## config.mk

```make
export PLATFORM = sky130hd
export DESIGN_NAME = lc3_decode_flat
export DESIGN_NICKNAME = d
export VERILOG_FILES = /design/src/rtl/lc3_decode_if.sv /design/src/rtl/lc3_decode.sv /design/src/flat_wrapper.sv
export SDC_FILE = /design/constraint.sdc
export NUM_CORES = 1
export LEC_CHECK = 0
export BUFFER_PORTS_ARGS = -buffer_cell sky130_fd_sc_hd__buf_2
export CAP_MARGIN = 20
export CORE_ASPECT_RATIO = 0.9
export CORE_MARGIN = 5
export CORE_UTILIZATION = 35
export DETAILED_ROUTE_END_ITERATION = 12
export PLACE_DENSITY = 0.63
export SLEW_MARGIN = 30
export SYNTH_ARGS = -nofsm -noshare
export SYNTH_HDL_FRONTEND = slang
export SYNTH_SLANG_ARGS = --single-unit
```

## constraint.sdc

```tcl
create_clock -name clk -period 2.8 [get_ports clk]
set_input_delay 0.14 -clock clk [delete_from_list [all_inputs] [get_ports clk]]
set_output_delay 0.14 -clock clk [all_outputs]
set_load 0.02 [all_outputs]
```

## src/rtl/lc3_decode_if.sv

```systemverilog
// -----------------------------------------------------------------------------
// lc3_decode_if
// Bundle of the LC3 decode stage's instruction handshake, register-file write
// port and issued-operation outputs.
//   instr_valid / instr / instr_ready : instruction offer and acceptance.
//   stall                             : downstream hold request.
//   wb_en / wb_dr / wb_data           : register-file write port.
//   alu_enable / alu_control /
//   aluin1 / aluin2 / dr_out          : registered command to the ALU stage.
//   illegal                           : one-cycle pulse for a non-ALU opcode.
// Modports: master drives instructions and write-backs; slave is the decoder.
// -----------------------------------------------------------------------------
interface lc3_decode_if;
    logic        instr_valid;
    logic [15:0] instr;
    logic        instr_ready;
    logic        stall;
    logic        wb_en;
    logic [2:0]  wb_dr;
    logic [15:0] wb_data;
    logic        alu_enable;
    logic [1:0]  alu_control;
    logic [15:0] aluin1;
    logic [15:0] aluin2;
    logic [2:0]  dr_out;
    logic        illegal;

    modport master (
        output instr_valid, instr, stall, wb_en, wb_dr, wb_data,
        input  instr_ready, alu_enable, alu_control, aluin1, aluin2, dr_out, illegal
    );

    modport slave (
        input  instr_valid, instr, stall, wb_en, wb_dr, wb_data,
        output instr_ready, alu_enable, alu_control, aluin1, aluin2, dr_out, illegal
    );
endinterface

```

## src/rtl/lc3_decode.sv

```systemverilog
// -----------------------------------------------------------------------------
// lc3_decode
// Decode/issue stage for the LC3 ADD, AND and NOT instructions. Holds the
// 8x16 register file and a per-register busy scoreboard, reads operands,
// and issues a registered ALU command one cycle after acceptance.
// Ports:
//   clk  : clock
//   rst  : synchronous, active-high reset
//   bus  : lc3_decode_if.slave (handshake, write-back port, ALU outputs)
// Build option:
//   LC3_DECODE_BYPASS_EN : when defined, a source being written back in the
//   same cycle is not hazarded and takes wb_data directly. When undefined,
//   such a source waits until the cycle after the write-back.
// -----------------------------------------------------------------------------
module lc3_decode (
    input  logic         clk,
    input  logic         rst,
    lc3_decode_if.slave  bus
);

    localparam logic [3:0] OP_ADD = 4'b0001;
    localparam logic [3:0] OP_AND = 4'b0101;
    localparam logic [3:0] OP_NOT = 4'b1001;

    typedef enum logic [1:0] {
        ALU_ADD = 2'd0,
        ALU_AND = 2'd1,
        ALU_NOT = 2'd2
    } alu_op_e;

    logic [15:0] rf [8];
    logic [7:0]  busy;

    logic [3:0]  opcode;
    logic [2:0]  dr;
    logic [2:0]  sr1;
    logic [2:0]  sr2;
    logic        legal;
    alu_op_e     alu_op;
    logic        uses_sr2;
    logic        sr1_hit;
    logic        sr2_hit;
    logic        sr1_haz;
    logic        sr2_haz;
    logic [15:0] sr1_val;
    logic [15:0] sr2_val;
    logic [15:0] imm;
    logic [15:0] op2;
    logic        ready;
    logic        accept;
    logic        issue;

    // Decode, hazard detection and operand selection.
    // NOTE: every signal gets a default at the top of the block so no path
    // leaves one unassigned, which would otherwise infer a latch.
    always_comb begin
        opcode   = bus.instr[15:12];
        dr       = bus.instr[11:9];
        sr1      = bus.instr[8:6];
        sr2      = bus.instr[2:0];
        legal    = 1'b0;
        alu_op   = ALU_ADD;

        case (opcode)
            OP_ADD: begin legal = 1'b1; alu_op = ALU_ADD; end
            OP_AND: begin legal = 1'b1; alu_op = ALU_AND; end
            OP_NOT: begin legal = 1'b1; alu_op = ALU_NOT; end
            default: ;
        endcase

        // SR2 is a real source only for register-form ADD/AND.
        uses_sr2 = legal && (alu_op != ALU_NOT) && !bus.instr[5];

        sr1_hit  = bus.wb_en && (bus.wb_dr == sr1);
        sr2_hit  = bus.wb_en && (bus.wb_dr == sr2);

`ifdef LC3_DECODE_BYPASS_EN
        // The write-back in flight this cycle satisfies the dependency.
        sr1_haz  = busy[sr1] && !sr1_hit;
        sr2_haz  = busy[sr2] && !sr2_hit;
        sr1_val  = sr1_hit ? bus.wb_data : rf[sr1];
        sr2_val  = sr2_hit ? bus.wb_data : rf[sr2];
`else
        // The register file only reflects a write-back after its edge, so a
        // source being written this cycle must wait one more cycle.
        sr1_haz  = busy[sr1] || sr1_hit;
        sr2_haz  = busy[sr2] || sr2_hit;
        sr1_val  = rf[sr1];
        sr2_val  = rf[sr2];
`endif

        imm = {{11{bus.instr[4]}}, bus.instr[4:0]};

        if (alu_op == ALU_NOT) begin
            op2 = 16'h0000;
        end else if (bus.instr[5]) begin
            op2 = imm;
        end else begin
            op2 = sr2_val;
        end

        // Non-ALU opcodes read no sources, so they never wait on the scoreboard.
        ready  = !bus.stall && !(legal && (sr1_haz || (uses_sr2 && sr2_haz)));
        accept = bus.instr_valid && ready;
        issue  = accept && legal;
    end

    assign bus.instr_ready = ready;

    // NOTE: state is updated with non-blocking assignments so every register
    // samples pre-edge values, independent of statement order.
    always_ff @(posedge clk) begin
        if (rst) begin
            // NOTE: the register file is reset explicitly because software
            // relies on every register reading zero after reset.
            for (int i = 0; i < 8; i++) begin
                rf[i] <= 16'h0000;
            end
            busy            <= 8'h00;
            bus.alu_enable  <= 1'b0;
            bus.illegal     <= 1'b0;
            bus.alu_control <= 2'd0;
            bus.aluin1      <= 16'h0000;
            bus.aluin2      <= 16'h0000;
            bus.dr_out      <= 3'd0;
        end else begin
            if (bus.wb_en) begin
                rf[bus.wb_dr]   <= bus.wb_data;
                busy[bus.wb_dr] <= 1'b0;
            end
            // NOTE: this set comes after the write-back clear, so when both
            // target the same register on one edge the set takes effect.
            if (issue) begin
                busy[dr] <= 1'b1;
            end

            bus.alu_enable <= issue;
            bus.illegal    <= accept && !legal;

            // Operand registers hold unless a new ALU operation issues.
            if (issue) begin
                bus.alu_control <= alu_op;
                bus.aluin1      <= sr1_val;
                bus.aluin2      <= op2;
                bus.dr_out      <= dr;
            end
        end
    end

endmodule

```

## src/flat_wrapper.sv

```systemverilog
// flat-port wrapper written by rule: the top's interface ports become plain ports
module lc3_decode_flat 
  (clk, rst, bus_instr_valid, bus_instr, bus_stall, bus_wb_en, bus_wb_dr, bus_wb_data, bus_instr_ready, bus_alu_enable, bus_alu_control, bus_aluin1, bus_aluin2, bus_dr_out, bus_illegal);
  lc3_decode_if bus_i ();
  input  logic clk;
  input  logic rst;
  input wire logic [$bits(bus_i.instr_valid)-1:0] bus_instr_valid;
  input wire logic [$bits(bus_i.instr)-1:0] bus_instr;
  input wire logic [$bits(bus_i.stall)-1:0] bus_stall;
  input wire logic [$bits(bus_i.wb_en)-1:0] bus_wb_en;
  input wire logic [$bits(bus_i.wb_dr)-1:0] bus_wb_dr;
  input wire logic [$bits(bus_i.wb_data)-1:0] bus_wb_data;
  output wire logic [$bits(bus_i.instr_ready)-1:0] bus_instr_ready;
  output wire logic [$bits(bus_i.alu_enable)-1:0] bus_alu_enable;
  output wire logic [$bits(bus_i.alu_control)-1:0] bus_alu_control;
  output wire logic [$bits(bus_i.aluin1)-1:0] bus_aluin1;
  output wire logic [$bits(bus_i.aluin2)-1:0] bus_aluin2;
  output wire logic [$bits(bus_i.dr_out)-1:0] bus_dr_out;
  output wire logic [$bits(bus_i.illegal)-1:0] bus_illegal;
  assign bus_i.instr_valid = bus_instr_valid;
  assign bus_i.instr = bus_instr;
  assign bus_i.stall = bus_stall;
  assign bus_i.wb_en = bus_wb_en;
  assign bus_i.wb_dr = bus_wb_dr;
  assign bus_i.wb_data = bus_wb_data;
  assign bus_instr_ready = bus_i.instr_ready;
  assign bus_alu_enable = bus_i.alu_enable;
  assign bus_alu_control = bus_i.alu_control;
  assign bus_aluin1 = bus_i.aluin1;
  assign bus_aluin2 = bus_i.aluin2;
  assign bus_dr_out = bus_i.dr_out;
  assign bus_illegal = bus_i.illegal;
  lc3_decode u_core (.clk(clk), .rst(rst), .bus(bus_i));
endmodule
```

==> results.cfg <==
[die]
io-pin-count = 80
core_um2 = 25200
die_w_um = 179
row_count = 55
start_util_pct = 35.5
die_y_um = 162
die-area_um2 = 28900

[power_and_ir_drop]
ir_drop_uv = 417
leakage_nw = 3.88
power_density_nw_per_um2 = 591
total_power_mw = 6.22

[cts]
cts_made_buffers = 17
cts_sinks = 175
clock_tree.root_cell = clkbuf_16
cts_hold_buf = 1
ctsResizeCount = 0
tritoncts = built
clock_latency_ns = 0.43
h-tree-depth = 4
clock_path_buffers = 2
post_cts_buffers = 0
clk_pin_slew_ns = 0.06

[placed_design]
io_buffers = 79
dp.cells = 1049
placed_cell_area_um2 = 9890
dp_hpwl_um = 16900
dp_slack_ns = 0.558
place.gp.congestion = 0.799

[yosys]
yosysSeqAreaShare_pct = 53.5
syn_inst = 642
synth_cell_types = 45
syn-num-nets = 682
synthArstFlopShare_pct = 0
synthFlopType = edfxtp_1
ys_warn_count = 0
synth_edf_count = 128
synth_seq_cells = 175
syn_area_per_cell_um2 = 13.9
syn-cell-area_um2 = 8950

[route]
num_vias = 5765
wl_um = 24400
ant_nets = 0
drt_iter0_drc = 558
drtPass1Iterations = 4
drc = 0
routed_via_density = 5.33
avgRoutedWirePerCell_um = 22.6

[sta]
grt_setup_unrepaired = false
setup-tns-final_ns = 0
max_slew_margin_pct = 56.8
fin_crit_ns = 2.47
hold_violations = 0
timing.hold.ws_ns = 0.0311
worst_clock_skew_ns = 0.00622
fin_ws_ns = 0.329
tightest_slew_ns = 0.647
setup-violations-final = 0
drv_slew = 0
fmax_mhz = 405
period_share_pct = 88.3

[run_status]
status = finished clean

[worst_setup_path]
critPathMaxStageDelay_ns = 0.48
rrSetupSlack_ns = 0.68
crit_fanout = 22
cp_top_family = multiplexers
end_kind = output port
path_buf_inv = 2
cp.required_ns = 2.66
cp.arrival_ns = 2.33
r2r-start = u_core.busy[0]
cp-start-kind = flip-flop
setup.worst_path.class = flip-flop to output port
slowest_stage = mux4_2
reg2regPathDepth = 6
r2r-end = u_core.busy[6]
path_cells = mux4_2 > mux2i_4 > o31a_4 > buf_4 > nand2_1 > a21oi_1 > buf_2

[global_routing]
antenna_found_initial = 0
grt_max_degree = 31
grt_util_all_layers_pct = 17.2
grt_pass1_vias = 5841
grt-ovfl-total = 0
grt_pass1_wl_um = 36800

[layout]
multi_input_area_um2 = 3960
seq_area_um2 = 4780
syn_to_final_growth_pct = 17.6
nets = 767
post-route-util_pct = 41.8
finalInstanceArea_um2 = 10500
fin_cells = 1082
diodes = 0
nFillCells = 2314
drive_above_1_share_pct = 35.3

[worst_hold_path]
hold_end = u_core.busy[0]
min_path_type = input pin to flip-flop
worstHoldPathCells = 2
hp-start = bus_instr[11]

[run]
maxCapViolCount = 0
[routing by layer]
layer / part of all wire (%) / vias up / track usage, %
li1: - / 2616 / -
met1: 45 / 2928 / 24.6
met2: 47 / 199 / 27.3
met3: 6.7 / 22 / 3.54
met4: 1.2 / 0 / 4.05
met5: 0 / - / 0
[cells in the final DEF, fill, tap and decap left out, types with 3 or more instances in the layout]
cell,n
buf_4,33
buf_2,79
mux4_2,66
edfxtp_1,128
nor2_1,13
xor2_1,6
a211oi_2,16
nand3_1,4
o21ai_1,4
o21ai_0,16
clkinv_4,3
a21oi_1,9
mux2_2,13
inv_6,3
nand2b_1,5
nor2b_1,3
and2_1,129
clkbuf_16,17
o22ai_1,5
o32ai_2,4
dfxtp_1,47
nand4_1,5
bufinv_16,4
mux2i_1,31
nand2_1,27
o21ai_2,6
a31oi_1,16
o31ai_1,3
inv_1,11
[report_power, final]
part	switching, mW	internal (mW)	total (mW)	leakage (nW)
Combinational	0.411	0.317	0.729	1.96
Sequential	0.0702	2.92	2.99	1.62
Clock	1.00	1.50	2.50	0.300
Total	1.48	4.74	6.22	3.88
[sequential cells by signal (all words and copies together) (netlist names)]
name                    cells
u_core.bus.aluin2          16
u_core.bus.alu_control      2
u_core.bus.illegal          1
u_core.rf                 128
u_core.bus.alu_enable       1
u_core.busy                 8
u_core.bus.dr_out           3
u_core.bus.aluin1          16
[cell families after synthesis]
family                 synth area share [%]
XOR/XNOR                              0.587
buffers and inverters                  3.05
AO/OA/AOI/OAI                          7.62
AND/OR/NAND/NOR                        13.1
flip-flops                             53.5
multiplexers                           22.2
[synth_stat cells (2+ instances only)]
master	instances	area (um2)
a211oi_2	16	200
a21oi_1	9	45.0
a31o_1	2	17.5
a31oi_1	16	100
and2_1	129	807
buf_1	2	7.51
buf_2	17	85.1
buf_6	3	33.8
clkbuf_1	26	97.6
dfxtp_1	47	941
edfxtp_1	128	3840
inv_1	11	41.3
mux2_1	2	22.5
mux2_2	13	146
mux2i_1	31	310
mux4_2	66	1490
nand2_1	27	101
nand2b_1	5	31.3
nand3_1	4	20.0
nand4_1	5	31.3
nor2_1	13	48.8
nor2b_1	3	18.8
nor3_1	3	15.0
nor4_1	2	12.5
o21ai_0	22	110
o21ai_1	4	20.0
o22ai_1	5	31.3
o31ai_1	5	37.5
o32ai_2	4	65.1
or3_1	2	12.5
xor2_1	6	52.6
[cell type report]
class | instances | area share [%]
Clock buffer | 19 | 4.11
Clock inverter | 13 | 1.77
Multi-Input combinational cell | 407 | 37.6
Timing Repair Buffer | 115 | 6.59
Tap cell | 342 | 4.07
Sequential cell | 175 | 45.5
Inverter | 11 | 0.392
[worst max path at each step]
stage | from | endpoint | depth (start not counted)
6_report | u_core.busy[0] | bus_instr_ready | 7
5_1_grt | u_core.busy[0] | bus_instr_ready | 7
4_1_cts | u_core.busy[0] | bus_instr_ready | 7
3_3_place_gp | bus_instr[7] | u_core.busy[6] | 7
2_1_floorplan | bus_wb_dr[1] | u_core.rf[1][0] | 3
3_5_place_dp | bus_instr[7] | u_core.busy[6] | 7
No activity file was read; power rests on OpenSTA's default activity.
